File: config.mk
export PLATFORM = sky130hd
export DESIGN_NAME = menu_app_selector
export DESIGN_NICKNAME = d
export VERILOG_FILES = /design/src/rtl/menu_app_selector.sv
export SDC_FILE = /design/constraint.sdc
export NUM_CORES = 1
export LEC_CHECK = 0
export BUFFER_PORTS_ARGS = -buffer_cell sky130_fd_sc_hd__buf_2
export CAP_MARGIN = 20
export CORE_MARGIN = 5
export CORE_UTILIZATION = 50
export DETAILED_ROUTE_END_ITERATION = 7
export PLACE_DENSITY = 0.69
export SETUP_SLACK_MARGIN = 0.2
export SYNTH_ARGS = -nofsm -noshare
export SYNTH_HDL_FRONTEND = slang
export SYNTH_HIERARCHICAL = 1
export SYNTH_SLANG_ARGS = --single-unit
File: constraint.sdc
create_clock -name clock -period 2 [get_ports clock]
set_input_delay 0.6 -clock clock [delete_from_list [all_inputs] [get_ports clock]]
set_output_delay 0.6 -clock clock [all_outputs]
set_load 0.01 [all_outputs]
File: src/rtl/menu_app_selector.sv
// Menu/app selector: synchronises four push-buttons, qualifies each press on a
// sustained release, and steps a cursor / enters / leaves apps on those events.

module menu_btn_qual #(
   parameter int unsigned RELEASE_CYCLES = 6_250_000
) (
   input  logic clock,
   input  logic reset_n,
   input  logic b_i,
   output logic q_o
);

   localparam int unsigned CNT_W = $clog2(RELEASE_CYCLES);

   typedef enum logic {
      S_IDLE  = 1'b0,
      S_ARMED = 1'b1
   } btn_state_e;

   btn_state_e       state_q, state_d;
   logic [CNT_W-1:0] count_q, count_d;
   logic             q_q, q_d;

   always_ff @(posedge clock or negedge reset_n) begin
      if (!reset_n) begin
         state_q <= S_IDLE;
         count_q <= '0;
         q_q     <= 1'b0;
      end else begin
         state_q <= state_d;
         count_q <= count_d;
         q_q     <= q_d;
      end
   end

   // A high level re-arms and restarts the release count; the event fires on the last low cycle.
   always_comb begin
      state_d = state_q;
      count_d = count_q;
      q_d     = 1'b0;
      case (state_q)
         S_IDLE: begin
            if (b_i) begin
               state_d = S_ARMED;
               count_d = '0;
            end
         end
         S_ARMED: begin
            if (b_i) begin
               count_d = '0;
            end else if (count_q == CNT_W'(RELEASE_CYCLES - 1)) begin
               q_d     = 1'b1;
               state_d = S_IDLE;
               count_d = '0;
            end else begin
               count_d = count_q + CNT_W'(1);
            end
         end
         default: begin
            state_d = S_IDLE;
            count_d = '0;
         end
      endcase
   end

   assign q_o = q_q;

endmodule

module menu_app_selector #(
   parameter int unsigned NUM_APPS       = 8,
   parameter int unsigned RELEASE_CYCLES = 6_250_000,
   parameter bit          WRAP           = 1'b1,
   parameter int unsigned STATE_W        = $clog2(NUM_APPS + 1),
   parameter int unsigned CUR_W          = $clog2(NUM_APPS)
) (
   input  logic               clock,
   input  logic               reset_n,
   input  logic               btn_enter,
   input  logic               btn_back,
   input  logic               btn_prev,
   input  logic               btn_next,
   output logic [STATE_W-1:0] machine_state,
   output logic [CUR_W-1:0]   menu_cursor,
   output logic               in_app,
   output logic               enter_pulse,
   output logic               exit_pulse
);

   localparam int unsigned NUM_BTN = 4;
   localparam int unsigned I_ENTER = 0;
   localparam int unsigned I_BACK  = 1;
   localparam int unsigned I_PREV  = 2;
   localparam int unsigned I_NEXT  = 3;

   logic [NUM_BTN-1:0] sync1_q, sync2_q;
   logic [NUM_BTN-1:0] q_evt;

   logic [STATE_W-1:0] state_q, state_d;
   logic [CUR_W-1:0]   cursor_q, cursor_d;
   logic               in_app_q, in_app_d;
   logic               enter_pulse_q, enter_pulse_d;
   logic               exit_pulse_q, exit_pulse_d;

   logic win_enter, win_back, win_next, win_prev;

   always_ff @(posedge clock or negedge reset_n) begin
      if (!reset_n) begin
         sync1_q <= '0;
         sync2_q <= '0;
      end else begin
         sync1_q <= {btn_next, btn_prev, btn_back, btn_enter};
         sync2_q <= sync1_q;
      end
   end

   for (genvar i = 0; i < NUM_BTN; i++) begin : g_btn
      menu_btn_qual #(
         .RELEASE_CYCLES(RELEASE_CYCLES)
      ) u_qual (
         .clock  (clock),
         .reset_n(reset_n),
         .b_i    (sync2_q[i]),
         .q_o    (q_evt[i])
      );
   end

   // Fixed priority enter > back > next > prev; losers are dropped.
   assign win_enter = q_evt[I_ENTER];
   assign win_back  = q_evt[I_BACK] & ~q_evt[I_ENTER];
   assign win_next  = q_evt[I_NEXT] & ~q_evt[I_ENTER] & ~q_evt[I_BACK];
   assign win_prev  = q_evt[I_PREV] & ~q_evt[I_ENTER] & ~q_evt[I_BACK] & ~q_evt[I_NEXT];

   always_ff @(posedge clock or negedge reset_n) begin
      if (!reset_n) begin
         state_q       <= '0;
         cursor_q      <= '0;
         in_app_q      <= 1'b0;
         enter_pulse_q <= 1'b0;
         exit_pulse_q  <= 1'b0;
      end else begin
         state_q       <= state_d;
         cursor_q      <= cursor_d;
         in_app_q      <= in_app_d;
         enter_pulse_q <= enter_pulse_d;
         exit_pulse_q  <= exit_pulse_d;
      end
   end

   // Menu moves the cursor or enters; inside an app only back is honoured.
   always_comb begin
      state_d       = state_q;
      cursor_d      = cursor_q;
      enter_pulse_d = 1'b0;
      exit_pulse_d  = 1'b0;
      if (!in_app_q) begin
         if (win_enter) begin
            state_d       = STATE_W'(cursor_q) + STATE_W'(1);
            enter_pulse_d = 1'b1;
         end else if (win_next) begin
            if (cursor_q == CUR_W'(NUM_APPS - 1)) begin
               cursor_d = WRAP ? '0 : cursor_q;
            end else begin
               cursor_d = cursor_q + CUR_W'(1);
            end
         end else if (win_prev) begin
            if (cursor_q == '0) begin
               cursor_d = WRAP ? CUR_W'(NUM_APPS - 1) : cursor_q;
            end else begin
               cursor_d = cursor_q - CUR_W'(1);
            end
         end
      end else if (win_back) begin
         state_d      = '0;
         exit_pulse_d = 1'b1;
      end
      in_app_d = (state_d != '0);
   end

   assign machine_state = state_q;
   assign menu_cursor   = cursor_q;
   assign in_app        = in_app_q;
   assign enter_pulse   = enter_pulse_q;
   assign exit_pulse    = exit_pulse_q;

endmodule

==> impl_metrics.csv <==
group,metric,value,unit
finish,layout-drive-gt1-share,31.0,%
clocking,postCtsHoldBufs,0,
power_and_ir_drop,powerDensity,634,mW/mm^2
finish,filler_cell_count,991,
critical_path,r2r_cells,6,
timing,worst_clock_skew,8.20,ps
finish,mostFrequentLayoutCells,"111 x dfrtp_1, 63 x buf_4, 54 x and3_1",
power_and_ir_drop,p_leak,3.88,nW
critical_path,regToRegEndpoint,"g_btn[1].u_qual/count_q[6]",
finish,syn2layout_area_growth,30.5,%
power_and_ir_drop,vdd_drop_max,0.647,mV
clocking,cts.sinks,118,
clocking,cts.clk_slew.worst_paths,60,ps
synthesis,synth_flop_cell,"dfrtp_1",
finish,diodes,0,
timing,worst_slew_pin_slew,568,ps
critical_path,critical-path-slowest-cell,"or4b_4",
synthesis,yosys.area.top_type,"dfrtp_1",
critical_path,path_max_fanout,5,
synthesis,yosysTopAreaCellShare,43.4,%
synthesis,ys_ff_latch,118,
grt,antenna_found_initial,0,
synthesis,synth-edff-count,0,
timing,setup_viol,0,
grt,grt-ovfl-total,0,
critical_path,criticalPathCategory,"flip-flop to flip-flop",
finish,utilization,66.8,%
power_and_ir_drop,intPower,0.00440,W
critical_path,arrival,2250,ps
power_and_ir_drop,clkPwrFrac,53.0,%
detailed_routing,dr.first_iter.drc_count,773,
synthesis,synthesis.area,0.00681,sq mm
synthesis,synthDistinctLibCells,50,
job,cap_violations,0,
clocking,cts_buffers,17,
critical_path,startpoint,"g_btn[1].u_qual/count_q[15]",
floorplan,core,0.0133,sq mm
place,port_buffers,15,
detailed_routing,wl_per_cell,19.4,microns
synthesis,synth_warnings,6,
synthesis,async_flop_share,100,%
timing,fin_crit_sh,97.7,%
power_and_ir_drop,power.switching,0.00123,W
detailed_routing,postRouteAntennaNets,0,
detailed_routing,viasPerCell,6.50,
floorplan,start_util,51.2,%
detailed_routing,drcViolationCount,2,
clocking,clock-root-buffer,"clkbuf_16",
timing,period_needed,1950,ps
clocking,cts_tree,"yes",
floorplan,rows,42,
detailed_routing,drt_first_pass_iters,8,
finish,nets,847,
critical_path,path_cells,"or4b_4 > and3b_2 > a31oi_4 > buf_6 > and3_4 > a31o_1",
grt,grt_pass1_wl,31100,microns
finish,layout_commonest_cell,"dfrtp_1",
synthesis,netlist_instances,738,
hold_path,hold_path.class,"input port to asynchronous set/reset pin",
power_and_ir_drop,p_seq_share,43.4,%
timing,rsz0062_at_grt,"yes",
place,hpwl,11800,microns
clocking,clock_path_buffers,2,
critical_path,startpoint_type,"flip-flop",
critical_path,cp.required,2300,ps
power_and_ir_drop,swShare,21.8,%
critical_path,critPathTopFamily,"simple AND/OR/NAND/NOR gates",
finish,seq_area,0.00296,sq mm
timing,max_freq,512,MHz
timing,finalSetupTns,0,ps
grt,grt.total_usage,23.5,%
timing,max-slew-margin-rel,62.1,%
power_and_ir_drop,comb_power_share,3.6,%
status,failed_checks,"DRC",
timing,hold_viol,0,
synthesis,seq_area_frac_synth,43.4,%
floorplan,die_area,0.0160,sq mm
synthesis,synth_nets,752,
critical_path,crit_end,"g_btn[1].u_qual/count_q[6]",
critical_path,cp-end-kind,"flip-flop",
place,gp_congestion,0.907,
clocking,clk_latency,420,ps
floorplan,die_h,127,microns
detailed_routing,vias,6648,
timing,final_max_slew_viol_count,0,
finish,multi_input_area,0.00412,sq mm
critical_path,crit_cells,6,
grt,first_global_vias,6232,
floorplan,die_x,127,microns
status,status,"finished with violations",
clocking,htreeDepth,4,
critical_path,slowest_delay,530,ps
grt,grt_max_degree,48,
floorplan,ios,16,
synthesis,synth_area_leaders,"dfrtp_1 43%, and3_1 6.2%, a32o_1 4.1%, a21oi_1 3.3%, nand2_1 3.0%",
detailed_routing,drt_wl_total,19800,microns
synthesis,avgSynthCellArea,9.22,sq um
critical_path,rrSetupSlack,50,ps
critical_path,timing.rr.start,"g_btn[1].u_qual/count_q[15]",
critical_path,path_buf_inv,1,
[area by class of cell]
class | count | share of cell area, %
clock buffer | 23 | 5.38
clock inverter | 9 | 1.13
inverter | 26 | 1.10
multi-input combinational | 562 | 46.3
sequential | 118 | 33.3
tap | 176 | 2.48
timing repair buffer | 108 | 10.2
[worst min path at each step]
stage          slack, ps                           to  cells after the start
3_3_place_gp         330                   sync2_q[3]                      0
6_report              70  g_btn[1].u_qual/count_q[18]                      1
5_1_grt               70   g_btn[1].u_qual/count_q[4]                      1
4_1_cts               50   g_btn[1].u_qual/count_q[2]                      1
3_5_place_dp         340                   sync2_q[1]                      0
2_1_floorplan        300                  enter_pulse                      0
[power by group through the flow]
stage	logic (W)	registers, W	clock network, W
3_5_place_dp	0.000167	0.00248	0
2_1_floorplan	0.0000743	0.00248	0
3_3_place_gp	0.000160	0.00248	0
6_report	0.000202	0.00245	0.00298
4_1_cts	0.000184	0.00244	0.00305
5_1_grt	0.000228	0.00245	0.00317
[sequential cells by signal (all words and copies together), names as in the netlist]
signal	flops
enter_pulse	1
exit_pulse	1
g_btn.u_qual/count_q	92
g_btn.u_qual/q_o	4
g_btn.u_qual/state_q	4
in_app	1
machine_state	4
menu_cursor	3
sync1_q	4
sync2_q	4
[logic make-up (layout without fill, tap and decap cells)]
group | count (synthesis) | count (layout) | synth area share, %
and+or+nand+nor | 365 | 365 | 32.1
AOI/OAI and AO/OA | 172 | 172 | 16.3
DFF | 118 | 118 | 43.4
buffers and inverters | 58 | 166 | 4.37
xor gates and xnor gates | 12 | 12 | 1.54
adders and majority gates | 8 | 8 | 1.47
muxes | 5 | 5 | 0.754
[per-layer routing]
layer | up-vias | track usage (%) | part of all wire (%)
met5 | - | 0 | 0
met4 | 0 | 9.15 | 2.6
met3 | 57 | 5.46 | 6.4
met2 | 306 | 36.3 | 49
met1 | 3281 | 32.1 | 42
li1 | 3004 | - | -
[what timing repair did]
item / in CTS / in global routing
endpoints found under the hold margin: 0 / 0
resized for setup: 68 / 108
cloned: 3 / 0
setup buffers: 17 / 22
setup endpoints to repair: 61 / 86
pin swaps: 31 / 66
[metrics by stage]
step | std cells | hold slack (ps) | cell area, sq um | setup WS [ps] | total power [W]
3_3_place_gp | 948 | 333 | 7360 | 97.9 | 0.00264
6_report | 1022 | 71.7 | 8880 | 45.0 | 0.00563
5_1_grt | 1022 | 69.4 | 8880 | -54.0 | 0.00584
3_5_place_dp | 948 | 337 | 7360 | 70.8 | 0.00265
4_1_cts | 1000 | 48.4 | 8320 | 86.3 | 0.00567
2_1_floorplan | 738 | 304 | 6850 | 217 | 0.00255
[cell usage after synthesis (5+ instances only)]
library cell / count
inv_1: 21
nand4_1: 33
and3_1: 68
a22oi_1: 5
nor3b_1: 25
a32o_1: 28
a31oi_1: 12
nand2_1: 55
o21ai_1: 12
a31o_1: 8
nor2b_1: 5
xnor2_1: 8
or3_1: 16
nor4_1: 16
dfrtp_1: 118
nand3_1: 36
nor2_1: 21
ha_1: 8
clkbuf_1: 8
nor3_1: 33
buf_4: 12
o21ai_0: 41
a21oi_1: 45
and4_1: 8
and2_1: 20
a211oi_1: 13
Power figures use the tool's default switching activity.
